**config.mk**
```make
export PLATFORM = sky130hd
export DESIGN_NAME = fetch_pack_queue
export DESIGN_NICKNAME = d
export VERILOG_FILES = /design/src/rtl/looper_fetch_pkg.sv /design/src/rtl/fetch_slot_pack.sv /design/src/rtl/fetch_pack_queue.sv
export SDC_FILE = /design/constraint.sdc
export NUM_CORES = 1
export LEC_CHECK = 0
export BUFFER_PORTS_ARGS = -buffer_cell sky130_fd_sc_hd__buf_2
export CAP_MARGIN = 20
export CORE_AREA = 2 2 312 190
export DETAILED_ROUTE_END_ITERATION = 10
export DIE_AREA = 0 0 314 192
export PLACE_DENSITY = 0.79
export SYNTH_ARGS = -nofsm -noshare
export SYNTH_HDL_FRONTEND = slang
export SYNTH_SLANG_ARGS = --single-unit
```
**constraint.sdc**
```tcl
create_clock -name clk -period 8.2 [get_ports clk]
set_input_delay 0.82 -clock clk [delete_from_list [all_inputs] [get_ports clk]]
set_output_delay 0.82 -clock clk [all_outputs]
set_load 0.01 [all_outputs]
```
**src/rtl/looper_fetch_pkg.sv**
```systemverilog
// Shared definitions for the fetch packing path.
//   AW_DEF       default address / instruction width
//   NOP_INST     encoding substituted into nulled immediate-jump slots
//   JMP_OPC      immediate-jump opcode nibble used by the fetch predecoder
//   fetch_slot_t one packed slot: {pc, inst, recv_pc, pred}
package looper_fetch_pkg;

  localparam int unsigned     AW_DEF   = 16;
  localparam logic [AW_DEF-1:0] NOP_INST = 16'h0000;
  localparam logic [3:0]      JMP_OPC  = 4'b1111;

  typedef struct packed {
    logic [AW_DEF-1:0] pc;
    logic [AW_DEF-1:0] inst;
    logic [AW_DEF-1:0] recv_pc;
    logic              pred;
  } fetch_slot_t;

endpackage

```
**src/rtl/fetch_slot_pack.sv**
```systemverilog
// Combinational packer for one fetch group.
//   pc_i          PC of slot 0
//   inst_i        WIDTH instructions, slot 0 in the MSBs
//   br_sel_i      conditional-branch slot mask, bit WIDTH-1 is slot 0
//   br_tgt_i      MAX_BR branch targets, branch 0 in the MSBs
//   pred_taken_i  MAX_BR predictions, branch 0 is the MSB
//   imm_jmp_i     immediate-jump slot mask, bit WIDTH-1 is slot 0
//   pc_o / inst_o / recv_o / pred_o  packed per-slot results, slot 0 in the MSBs
//   overflow_o    group carries more than MAX_BR branches
module fetch_slot_pack
  import looper_fetch_pkg::*;
#(
  parameter int unsigned WIDTH  = 4,
  parameter int unsigned MAX_BR = 2,
  parameter int unsigned AW     = AW_DEF
) (
  input  logic [AW-1:0]        pc_i,
  input  logic [WIDTH*AW-1:0]  inst_i,
  input  logic [WIDTH-1:0]     br_sel_i,
  input  logic [MAX_BR*AW-1:0] br_tgt_i,
  input  logic [MAX_BR-1:0]    pred_taken_i,
  input  logic [WIDTH-1:0]     imm_jmp_i,
  output logic [WIDTH*AW-1:0]  pc_o,
  output logic [WIDTH*AW-1:0]  inst_o,
  output logic [WIDTH*AW-1:0]  recv_o,
  output logic [WIDTH-1:0]     pred_o,
  output logic                 overflow_o
);

  logic [AW-1:0] slot_pc;
  logic [AW-1:0] sel_tgt;
  logic          sel_pred;
  int unsigned   n_br;

  always_comb begin
    pc_o       = '0;
    inst_o     = '0;
    recv_o     = '0;
    pred_o     = '0;
    slot_pc    = '0;
    sel_tgt    = '0;
    sel_pred   = 1'b0;
    n_br       = 0;
    for (int unsigned i = 0; i < WIDTH; i++) begin
      slot_pc = pc_i + AW'(i);
      pc_o[(WIDTH-1-i)*AW +: AW]   = slot_pc;
      inst_o[(WIDTH-1-i)*AW +: AW] = imm_jmp_i[WIDTH-1-i] ? AW'(NOP_INST)
                                                          : inst_i[(WIDTH-1-i)*AW +: AW];
      if (br_sel_i[WIDTH-1-i]) begin
        // Branch ordinal selects prediction/target with a constant-index scan.
        sel_tgt  = '0;
        sel_pred = 1'b0;
        for (int unsigned k = 0; k < MAX_BR; k++) begin
          if (k == n_br) begin
            sel_pred = pred_taken_i[MAX_BR-1-k];
            sel_tgt  = br_tgt_i[(MAX_BR-1-k)*AW +: AW];
          end
        end
        // A jump on the same slot still consumes an ordinal but suppresses the branch.
        if (n_br < MAX_BR && !imm_jmp_i[WIDTH-1-i]) begin
          pred_o[WIDTH-1-i]            = sel_pred;
          recv_o[(WIDTH-1-i)*AW +: AW] = sel_pred ? slot_pc + AW'(1) : sel_tgt;
        end
        n_br = n_br + 1;
      end
    end
    overflow_o = (n_br > MAX_BR);
  end

endmodule

```
**src/rtl/fetch_pack_queue.sv**
```systemverilog
// Fetch-group packer followed by a DEPTH-entry FIFO feeding decode.
//   clk, rst_n            clock, asynchronous active-low reset
//   flush                 synchronous clear; drops a same-cycle push, ignores pop
//   in_valid / in_ready   input handshake; in_ready = queue not full
//   in_pc .. in_imm_jmp   raw fetch group (see fetch_slot_pack)
//   out_valid / out_ready output handshake for the head entry
//   out_pc .. out_pred    head entry, all zero while empty
//   count                 occupancy
//   br_overflow           sticky: a pushed group held more than MAX_BR branches
module fetch_pack_queue
  import looper_fetch_pkg::*;
#(
  parameter int unsigned WIDTH  = 4,
  parameter int unsigned MAX_BR = 2,
  parameter int unsigned DEPTH  = 4,
  parameter int unsigned AW     = AW_DEF
) (
  input  logic                        clk,
  input  logic                        rst_n,
  input  logic                        flush,
  input  logic                        in_valid,
  output logic                        in_ready,
  input  logic [AW-1:0]               in_pc,
  input  logic [WIDTH*AW-1:0]         in_inst,
  input  logic [WIDTH-1:0]            in_br_sel,
  input  logic [MAX_BR*AW-1:0]        in_br_tgt,
  input  logic [MAX_BR-1:0]           in_pred_taken,
  input  logic [WIDTH-1:0]            in_imm_jmp,
  output logic                        out_valid,
  input  logic                        out_ready,
  output logic [WIDTH*AW-1:0]         out_pc,
  output logic [WIDTH*AW-1:0]         out_inst,
  output logic [WIDTH*AW-1:0]         out_recv_pc,
  output logic [WIDTH-1:0]            out_pred,
  output logic [$clog2(DEPTH+1)-1:0]  count,
  output logic                        br_overflow
);

  localparam int unsigned PW = $clog2(DEPTH);
  localparam int unsigned CW = $clog2(DEPTH+1);
  localparam int unsigned GW = WIDTH*AW;
  localparam int unsigned EW = 3*GW + WIDTH;

  logic [GW-1:0]    pk_pc, pk_inst, pk_recv;
  logic [WIDTH-1:0] pk_pred;
  logic             pk_ovf;

  fetch_slot_pack #(
    .WIDTH  (WIDTH),
    .MAX_BR (MAX_BR),
    .AW     (AW)
  ) u_pack (
    .pc_i         (in_pc),
    .inst_i       (in_inst),
    .br_sel_i     (in_br_sel),
    .br_tgt_i     (in_br_tgt),
    .pred_taken_i (in_pred_taken),
    .imm_jmp_i    (in_imm_jmp),
    .pc_o         (pk_pc),
    .inst_o       (pk_inst),
    .recv_o       (pk_recv),
    .pred_o       (pk_pred),
    .overflow_o   (pk_ovf)
  );

  logic [EW-1:0] mem_q [DEPTH];
  logic [PW-1:0] wr_ptr_q, wr_ptr_d;
  logic [PW-1:0] rd_ptr_q, rd_ptr_d;
  logic [CW-1:0] count_q, count_d;
  logic          ovf_q, ovf_d;
  logic          push, pop;
  logic [EW-1:0] head;

  assign in_ready  = (count_q != CW'(DEPTH));
  assign out_valid = (count_q != '0);
  assign push      = in_valid & in_ready;
  assign pop       = out_valid & out_ready;

  always_comb begin
    wr_ptr_d = wr_ptr_q;
    rd_ptr_d = rd_ptr_q;
    count_d  = count_q;
    ovf_d    = ovf_q;
    if (flush) begin
      wr_ptr_d = '0;
      rd_ptr_d = '0;
      count_d  = '0;
      ovf_d    = 1'b0;
    end else begin
      if (push) begin
        wr_ptr_d = wr_ptr_q + PW'(1);
        ovf_d    = ovf_q | pk_ovf;
      end
      if (pop) begin
        rd_ptr_d = rd_ptr_q + PW'(1);
      end
      case ({push, pop})
        2'b10:   count_d = count_q + CW'(1);
        2'b01:   count_d = count_q - CW'(1);
        default: count_d = count_q;
      endcase
    end
  end

  always_ff @(posedge clk or negedge rst_n) begin
    if (!rst_n) begin
      wr_ptr_q <= '0;
      rd_ptr_q <= '0;
      count_q  <= '0;
      ovf_q    <= 1'b0;
    end else begin
      wr_ptr_q <= wr_ptr_d;
      rd_ptr_q <= rd_ptr_d;
      count_q  <= count_d;
      ovf_q    <= ovf_d;
    end
  end

  // Storage needs no reset: an empty queue masks the head to zero.
  always_ff @(posedge clk) begin
    if (push && !flush) begin
      mem_q[wr_ptr_q] <= {pk_pc, pk_inst, pk_recv, pk_pred};
    end
  end

  assign head = out_valid ? mem_q[rd_ptr_q] : '0;

  assign out_pc      = head[EW-1 -: GW];
  assign out_inst    = head[EW-GW-1 -: GW];
  assign out_recv_pc = head[WIDTH +: GW];
  assign out_pred    = head[WIDTH-1:0];
  assign count       = count_q;
  assign br_overflow = ovf_q;

endmodule

```
==> Word-level counts from Yosys, hierarchy flattened <==
Memory sizes are Yosys's and may differ from the RTL's.
Index checks and enable logic that the tools add are counted.
W data, S select, Z words.
{ "word_totals": {"register_bits": 8, "ram_bits": 784, "inputBits": 127, "out_inout_bits": 202, "word_cells": 101, "n_memories": 1} }
{ "mem_list": {"columns": ["memory", "words", "word_bits", "rd", "rd_ports_with_merged_regs", "write_ports", "line_no", "rtl"], "rows": [
  ["mem_q", 4, 196, 1, 0, 1, "fetch_pack_queue.sv:66", "logic [EW-1:0] mem_q [DEPTH];"]
]} }
{ "op_classes": {"addsub": 13, "order_cmp": 4, "n_eq_ne": 6, "n_mux": 55, "bitwise": 3, "reduce_logical": 15} }
{ "op_table": {"columns": ["cell", "n"], "rows": [
  ["$mux W16", 22],
  ["$mux W196", 1],
  ["$logic_not A32 Y1", 3],
  ["$mux W32", 3],
  ["$add A16 B1 Y16 const B", 4],
  ["$add A32 B1 Y32 const B", 2],
  ["$eq A1 B32 Y1 const A", 2],
  ["$lt A32 B2 Y1 const B", 2],
  ["$add A16 B2 Y16 const B", 2],
  ["$gt A32 B2 Y1 const B", 1],
  ["$mux W1", 23],
  ["$mux W2", 4],
  ["$pmux W3 S2", 1],
  ["$reduce_bool A3 Y1", 2],
  ["$add A2 B1 Y2 const B", 2],
  ["$logic_and A1 B1 Y1", 4],
  ["$logic_not A1 Y1", 4],
  ["$reduce_bool A2 Y1", 2],
  ["$add A3 B1 Y3 const B", 1],
  ["$mux W3", 1],
  ["$ne A3 B3 Y1 const B", 1],
  ["$sub A3 B1 Y3 const B", 1],
  ["$add A1 B1 Y2 const B", 1],
  ["$and A1 B1 Y1", 2],
  ["5 further kinds", 5]
]} }

==> Longest topological paths before layout <==
Gate-level depths: netlist of run 1.
{ "logic_depth": {"depth_word": 12, "ltp_mapped": 13, "ltp_nobuf": 11} }

==> Cells and area by module <==
Synthesis of run 1 repeated with hierarchy kept, for this count alone.
{ "unflattened": {"hier_cells": 1953, "area_unflattened_um2": 34149.0} }
{ "modules_own_cells": {"columns": ["mod", "instances", "cells_per_inst", "area_each_um2", "seq_area_each_um2"], "rows": [
  ["fetch_pack_queue", 1, 1311, 30176.4, 23742.8],
  ["fetch_slot_pack", 1, 642, 3972.6, 0.0]
]} }

==> Worst setup path before layout of run 1 <==
Ideal clock, no wire load.
{ "synth_timing": {"kind": "input to register", "startpoint": "input flush", "endpoint": "memory mem_q[0][0] (netlist bit), enable pin", "setup_time_ps": 579, "t_arrival_ps": 5622, "t_required_ps": 7621, "setup_slack_ps": 1999, "path_stages": 3, "n_path_buf": 1, "cell_sequence": "clkbuf_1 > nor2_1 > and2_1"} }
{ "synth_between": {"elab_chain_cells": 4} }
{ "synth_lines": {"columns": ["element", "line_no", "rtl"], "rows": [
  ["from (decl)", "fetch_pack_queue.sv:20", "input logic flush,"],
  ["$logic_not A1 Y1", "fetch_pack_queue.sv:121", "if (push && !flush) begin"],
  ["$logic_and A1 B1 Y1", "fetch_pack_queue.sv:121", null],
  ["$mux W1", "fetch_pack_queue.sv:121", null],
  ["$mux W1 (implied by the code)", "fetch_pack_queue.sv:122", "mem_q[wr_ptr_q] <= {pk_pc, pk_inst, pk_recv, pk_pred};"],
  ["to (decl)", "fetch_pack_queue.sv:66", null]
]} }
Every way passes these cells.

==> Final worst setup path of run 1 <==
{ "layout_timing": {"startpoint": "input in_br_sel[3]", "endpoint": "memory mem_q[3][17] (netlist bit), data pin"} }
{ "layout_between": {"elab_chain_cells": 12, "word_cells_on_any_way": 17, "classes_between": "add/sub (2); order compare (1); eq/ne (1); mux (11); reduce/logical (2)"} }
{ "layout_lines": {"columns": ["element", "line_no", "rtl"], "rows": [
  ["from (decl)", "fetch_pack_queue.sv:25", "input logic [WIDTH-1:0] in_br_sel,"],
  ["$mux W1 *", "fetch_slot_pack.sv:49", "if (br_sel_i[WIDTH-1-i]) begin"],
  ["$add A1 B1 Y2", "fetch_slot_pack.sv:64", "n_br = n_br + 1;"],
  ["$mux W32 *", "fetch_slot_pack.sv:49", null],
  ["$add A32 B1 Y32", "fetch_slot_pack.sv:64", null],
  ["$mux W32 *", "fetch_slot_pack.sv:49", null],
  ["parallel branches: the longest is 5 deep, another holds $lt A32 B2 Y1", null, null],
  ["$mux W16 *", "fetch_slot_pack.sv:60", "if (n_br < MAX_BR && !imm_jmp_i[WIDTH-1-i]) begin"],
  ["$mux W16 *", "fetch_slot_pack.sv:49", null],
  ["net pk_recv[13]", "fetch_pack_queue.sv:44", "logic [GW-1:0] pk_pc, pk_inst, pk_recv;"]
]} }
Mark *: on every way through the listed nets, which the timed path passes. The select of a mux whose other input is x is not followed.

==> results.sh, run 1 <==
export IMPL_drc=0
export IMPL_ioPinCount=329
export IMPL_syn_nets=2047
export IMPL_rsz0062_at_grt="false"
export IMPL_rows=68
export IMPL_crit_type="in -> reg"
export IMPL_place_ws_ns=3.21
export IMPL_setup_tns_final_ns=0
export IMPL_cts_path_max_buffers=3
export IMPL_cp_common_cell="nand3_1"
export IMPL_worst_path_max_fanout=36
export IMPL_slew_viol_final=0
export IMPL_die_y_um=192
export IMPL_vias_per_cell=6.22
export IMPL_ys_seq_area_share_pct=69.9
export IMPL_status="finished clean"
export IMPL_gp_congestion=0.961
export IMPL_cts_htree_levels=3
export IMPL_fin_ws_ns=3.73
export IMPL_most_common_layout_cells="776 x edfxtp_1, 328 x buf_2, 199 x and2_1"
export IMPL_grtUsageTotal_pct=27.5
export IMPL_ys_types=79
export IMPL_ctsResizeCount=0
export IMPL_numCtsBuffers=71
export IMPL_start_util_pct=58.7
export IMPL_endpoint_kind="flop"
export IMPL_clkLatencyLatePin_ns=0.62
export IMPL_cts_tree="done"
export IMPL_required_ns=8.51
export IMPL_cts_sinks=784
export IMPL_tightest_slew_ns=1.24
export IMPL_fmax_ghz=0.224
export IMPL_crit_chain="buf_2 > inv_1 > ha_1 > nand3_1 > and3b_1 > a22o_2 > nand3_1 > nor4bb_1"
export IMPL_ys_warn_count=0
export IMPL_reg2reg_setup_slack_ns=5.03
export IMPL_maxCapViolations=0
export IMPL_min_path_type="in -> async"
export IMPL_clkSlewWorstSetupHoldPaths_ns=0.06
export IMPL_drt_total_wl_um=82700
export IMPL_synth_top_area_share_pct=69.3
export IMPL_area_delta_synth_final_pct=13.6
export IMPL_finalSetupViolations=0
export IMPL_worstPathArrival_ns=4.78
export IMPL_die_area_mm2=0.0603
export IMPL_postSynthAreaPerCell_um2=17.7
export IMPL_syn_area_mm2=0.0336
export IMPL_vias=18798
export IMPL_cp_start_kind="input pin"
export IMPL_critPathSlowestCell="ha_1"
export IMPL_async_reset_ff_share_pct=1.02
export IMPL_routedWlPerCell_um=27.4
export IMPL_synth_top_area_cell="edfxtp_1"
export IMPL_hpwl_um=52500
export IMPL_dr_first_iter_drc_count=2299
export IMPL_yosys_most_used_dff="edfxtp_1"
export IMPL_core_area_mm2=0.0573
export IMPL_postCtsSetupBuffers=0
export IMPL_netlist_top_cells_area="edfxtp_1 69%, mux4_2 13%, and2_1 3.8%"
export IMPL_power_total_uw=11300
export IMPL_dpl_instance_area_mm2=0.0359
export IMPL_ir_drop_mv=0.206
export IMPL_final_fill_count=3824
export IMPL_syn_inst=1902
export IMPL_p_leak_uw=0.0130
export IMPL_crit_buf_inv=2
export IMPL_synth_edff_count=776
export IMPL_period_minus_slack_ns=4.47
export IMPL_dieWidth_um=314
export IMPL_drt_pass1_iter_count=6
export IMPL_grt_remaining_overflow=0
export IMPL_drive_above_1_share_pct=29.7
export IMPL_port_buffers=328
export IMPL_crit_family="simple AND/OR/NAND/NOR gates"
export IMPL_ctsHoldBuffers=0
export IMPL_fin_skew_ns=0.0176
export IMPL_final_cell_area_mm2=0.0382
export IMPL_grt_pass1_vias=18350
export IMPL_mostFrequentLayoutCell="edfxtp_1"
export IMPL_relSlewSlack_pct=17.2
export IMPL_grt_first_pass_wirelength_um=119000
export IMPL_fin_nets=2343
export IMPL_hold_violations=0
export IMPL_fin_crit_sh_pct=54.5
export IMPL_ys_ff_latch=784
export IMPL_grt_max_degree=146
export IMPL_critPathMaxStageDelay_ns=1.02
export IMPL_cts_root_buf="clkbuf_16"
export IMPL_hold_ws_ns=0.0370
export IMPL_powerDensity_mw_per_mm2=296
export IMPL_antenna_found_initial=7
export IMPL_ant_nets=0
## per-stage QoR
step	utilization, %	cells
final	66.7	3024
after global routing	66.7	3019
after CTS	66.6	3017
after detailed placement	62.6	2893
after global placement	62.6	2893
after floorplan	-	1902
## registers in the layout, summed over array words and instances (netlist names)
| signal | cells |
|---|---|
| br_overflow | 1 |
| count | 3 |
| mem_q | 776 |
| wr_ptr_q | 2 |
| rd_ptr_q | 2 |
## power breakdown
group | leakage [uW] | switching, uW | internal (uW) | total (uW)
registers | 0.00727 | 108 | 4700 | 4810
logic | 0.00466 | 1800 | 1390 | 3190
clock network | 0.00111 | 1410 | 1890 | 3290
## logic make-up (layout without fill, tap and decap cells)
| family | count (synthesis) | count (layout) | synth area share [%] |
|---|---|---|---|
| compound gates | 143 | 143 | 2.99 |
| simple gates | 512 | 512 | 8.67 |
| fa+ha+maj | 19 | 19 | 0.744 |
| xor+xnor | 74 | 74 | 1.97 |
| flops | 784 | 784 | 69.9 |
| other cells | 0 | 5 | 0 |
| mux | 214 | 214 | 13.6 |
| buf+inv | 156 | 503 | 2.14 |
## Yosys cell counts (3+ instances only)
| library cell | n |
|---|---|
| edfxtp_1 | 776 |
| xor2_1 | 29 |
| dfrtp_1 | 8 |
| and2_1 | 203 |
| or3_1 | 9 |
| mux2i_1 | 20 |
| buf_4 | 5 |
| buf_1 | 26 |
| clkbuf_1 | 68 |
| inv_1 | 36 |
| xnor2_1 | 43 |
| nor4_1 | 3 |
| nand2_1 | 63 |
| nand4_1 | 11 |
| mux4_2 | 194 |
| nand3_1 | 14 |
| buf_6 | 10 |
| o21ai_0 | 21 |
| a221oi_1 | 10 |
| a22oi_1 | 7 |
| nor2b_1 | 65 |
| ha_1 | 16 |
| nand2b_1 | 4 |
| nor3_1 | 25 |
| a21oi_1 | 35 |
| buf_2 | 7 |
| nor2_1 | 81 |
| o21a_1 | 5 |
| or2_2 | 4 |
| and3_1 | 4 |
| a211oi_1 | 36 |
| a31oi_1 | 3 |
## area by class of cell
type                       count  area, um2  share of cell area, %
clock buffer                  91       1930                   5.04
multi-input combinational    962       9420                   24.7
antenna                        5       12.5                 0.0328
inverter                      36        135                  0.354
clock inverter                33        358                  0.937
timing repair buffer         343       1860                   4.88
sequential                   784      23500                   61.6
tap                          770        963                   2.52
## layer usage
| layer | track usage [%] | share of wire [%] | wire (um) | vias up |
|---|---|---|---|---|
| met4 | 8.19 | 2.8 | 2280 | 0 |
| met5 | 0 | 0 | 0 | - |
| met3 | 8.07 | 11 | 9030 | 139 |
| met2 | 39.9 | 45 | 37200 | 960 |
| li1 | - | - | - | 8015 |
| met1 | 40.7 | 41 | 34200 | 9684 |
## worst register-to-register path, stage by stage, from the launching register on
cell     delay (ns)
dfrtp_1        0.45
nor2_1         0.08
nand2_1        0.13
nand2_1        0.17
nor2_1         0.27
and2_4         0.72
buf_4          0.86
## worst paths after layout
path / startpoint / end / depth (start not counted)
setup / recovery: in_br_sel[3] / mem_q[3][17] / 8
hold / removal: rst_n / br_overflow / 1
setup reg to reg: count[0] / mem_q[1][161] / 6
hold reg to reg: br_overflow / br_overflow / 2
max in group asynchronous: rst_n / rd_ptr_q[0] / 1
min in group clk: flush / rd_ptr_q[1] / 2
Note: power is estimated with default switching activity, not from simulation.
==> run 2, diff against run 1 <==
--- a/config.mk
+++ b/config.mk
@@ -5,11 +5,12 @@
 export SDC_FILE = /design/constraint.sdc
 export NUM_CORES = 1
 export LEC_CHECK = 0
+export ABC_AREA = 1
 export BUFFER_PORTS_ARGS = -buffer_cell sky130_fd_sc_hd__buf_2
 export CAP_MARGIN = 20
-export CORE_AREA = 2 2 312 190
+export CORE_AREA = 2 2 316 193
 export DETAILED_ROUTE_END_ITERATION = 10
-export DIE_AREA = 0 0 314 192
+export DIE_AREA = 0 0 318 195
 export PLACE_DENSITY = 0.79
 export SYNTH_ARGS = -nofsm -noshare
 export SYNTH_HDL_FRONTEND = slang
==> constraint.sdc (replaced) <==
create_clock -name clk -period 4.15 [get_ports clk]
set_input_delay 0.415 -clock clk [delete_from_list [all_inputs] [get_ports clk]]
set_output_delay 0.415 -clock clk [all_outputs]
set_load 0.01 [all_outputs]
==> results.sh, run 2 <==
export IMPL_netlist_top_cells_area="edfxtp_1 67%, nor2_1 9.8%, o21ai_0 7.0%"
export IMPL_postSynthAreaPerCell_um2=10.6
export IMPL_vias_per_cell=5.79
export IMPL_fin_ws_ns=0.379
export IMPL_synth_top_area_cell="edfxtp_1"
export IMPL_port_buffers=328
export IMPL_mostFrequentLayoutCell="nor2_1"
export IMPL_drt_total_wl_um=93400
export IMPL_endpoint_kind="output port"
export IMPL_cts_tree="done"
export IMPL_ioPinCount=329
export IMPL_gp_congestion=1.02
export IMPL_ys_types=44
export IMPL_tightest_slew_ns=1.07
export IMPL_crit_start="rd_ptr_q[0]"
export IMPL_crit_buf_inv=3
export IMPL_area_delta_synth_final_pct=13.9
export IMPL_cts_path_max_buffers=3
export IMPL_most_common_layout_cells="896 x nor2_1, 776 x edfxtp_1, 481 x o21ai_0"
export IMPL_die_area_mm2=0.0620
export IMPL_ant_nets=0
export IMPL_routedWlPerCell_um=21.4
export IMPL_vias=25310
export IMPL_worst_path_max_fanout=51
export IMPL_setup_tns_final_ns=0
export IMPL_antenna_found_initial=9
export IMPL_yosys_most_used_dff="edfxtp_1"
export IMPL_crit_family="buffers and inverters"
export IMPL_ir_drop_mv=0.574
export IMPL_drive_above_1_share_pct=15.1
export IMPL_drc=0
export IMPL_ctsHoldBuffers=2
export IMPL_fin_nets=3677
export IMPL_postCtsSetupBuffers=0
export IMPL_fmax_ghz=0.265
export IMPL_clkSlewWorstSetupHoldPaths_ns=0.06
export IMPL_syn_nets=3415
export IMPL_ys_ff_latch=784
export IMPL_required_ns=3.73
export IMPL_cts_sinks=784
export IMPL_dp_cells=4238
export IMPL_grt_remaining_overflow=0
export IMPL_worstPathArrival_ns=3.36
export IMPL_fin_crit_sh_pct=90.9
export IMPL_largest_reg_flops=776
export IMPL_grt_first_pass_wirelength_um=139000
export IMPL_final_fill_count=4333
export IMPL_relSlewSlack_pct=28.5
export IMPL_cts_htree_levels=3
export IMPL_grt_pass1_vias=23112
export IMPL_grtUsageTotal_pct=29.7
export IMPL_crit_chain="buf_4 > buf_4 > nor2_1 > nor2_1 > o21ai_0 > a21oi_1 > buf_2"
export IMPL_synth_edff_count=776
export IMPL_slew_viol_final=0
export IMPL_ctsResizeCount=0
export IMPL_top_register="mem_q"
export IMPL_die_y_um=195
export IMPL_syn_area_mm2=0.0346
export IMPL_finalSetupViolations=0
export IMPL_r2r_start="count[1]"
export IMPL_synth_most_common_cell="nor2_1"
export IMPL_powerDensity_mw_per_mm2=570
export IMPL_start_util_pct=58.8
export IMPL_critPathMaxStageDelay_ns=0.69
export IMPL_min_path_type="in -> reg"
export IMPL_numCtsBuffers=71
export IMPL_p_leak_uw=0.0150
export IMPL_dieWidth_um=318
export IMPL_hpwl_um=58200
export IMPL_critPathSlowestCell="dfrtp_4"
export IMPL_rows=69
export IMPL_maxCapViolations=0
export IMPL_status="finished clean"
export IMPL_synth_top_area_share_pct=67.4
export IMPL_cts_root_buf="clkbuf_16"
export IMPL_hold_violations=0
export IMPL_crit_type="reg -> out"
export IMPL_drt_pass1_iter_count=6
export IMPL_stdcell_count=4372
export IMPL_syn_inst=3270
export IMPL_dr_first_iter_drc_count=3508
export IMPL_place_ws_ns=0.134
export IMPL_grt_max_degree=183
export IMPL_async_reset_ff_share_pct=1.02
export IMPL_ys_seq_area_share_pct=68.0
export IMPL_period_minus_slack_ns=3.77
export IMPL_rsz0062_at_grt="false"
export IMPL_core_area_mm2=0.0588
export IMPL_fin_skew_ns=0.0285
export IMPL_cp_start_kind="flop"
export IMPL_power_total_uw=22500
export IMPL_ys_warn_count=0
export IMPL_clkLatencyLatePin_ns=0.63
export IMPL_min_delay_start="in_pc[0]"
export IMPL_synth_common_cells="900 x nor2_1, 776 x edfxtp_1, 481 x o21ai_0"
## run 2: cell types whose count changed in the layout (fill, tap and decap cells not counted), sizes merged, moves of 169 or more
cell	delta
mux4	-194
nor2	+844
a21oi	+217
nand2	+187
and2	-203
o21ai	+464
inv	+169
## run 2: final cells by class
cell class                      count  area, um2  share of cell area (%)
Inverter                          212        808                    2.05
Clock inverter                     45        394                    1.00
Timing Repair Buffer              372       2230                    5.65
Clock buffer                       82       1860                    4.72
Antenna cell                        5       12.5                  0.0317
Tap cell                          781        977                    2.48
Sequential cell                   784      23500                    59.7
Multi-Input combinational cell   2091       9620                    24.4
## run 2: cells by family after synthesis
kind of cell	synth area share [%]
compound gates	11.5
xor+xnor	0.376
fa+ha+maj	0.695
buf+inv	4.38
flops	68.0
simple gates	15.1
## run 2: per-layer routing
metal | track usage [%] | up-vias | wire length, um
li1 | - | 11788 | -
met4 | 10.7 | 8 | 3580
met2 | 43.2 | 1453 | 40400
met1 | 42.7 | 11847 | 37500
met5 | 0 | - | 60
met3 | 9.12 | 214 | 11900
## run 2: worst reg2reg max path: cells and delay by family, from the launching register on
family | cells | cell delay (ns)
flops | 1 | 0.44
simple gates | 4 | 1.13
buf+inv | 3 | 0.64
## run 2: final timing paths
| check | end | cells past startpoint | slack, ns |
|---|---|---|---|
| setup / recovery | out_recv_pc[43] | 7 | 0.38 |
| hold / removal | mem_q[1][180] | 1 | 0.05 |
| setup reg to reg | mem_q[3][119] | 7 | 1.59 |
| hold reg to reg | br_overflow | 2 | 0.52 |
| max in group asynchronous | rd_ptr_q[1] | 2 | 3.74 |
| min in group asynchronous | count[2] | 2 | 0.21 |
## run 2: metrics by stage
stage | hold WS [ns] | area, um2 | util [%]
after floorplan | 0.119 | 34600 | -
after global placement | 0.272 | 37100 | 63.1
after detailed placement | 0.269 | 37100 | 63.1
after CTS | 0.0258 | 39400 | 67.0
after global routing | 0.0512 | 39400 | 67.0
final | 0.0509 | 39400 | 67.0
## run 2: where the power goes
| group | internal (uW) | switching (uW) |
|---|---|---|
| clock network | 3600 | 2820 |
| logic | 2000 | 4710 |
| registers | 9190 | 142 |
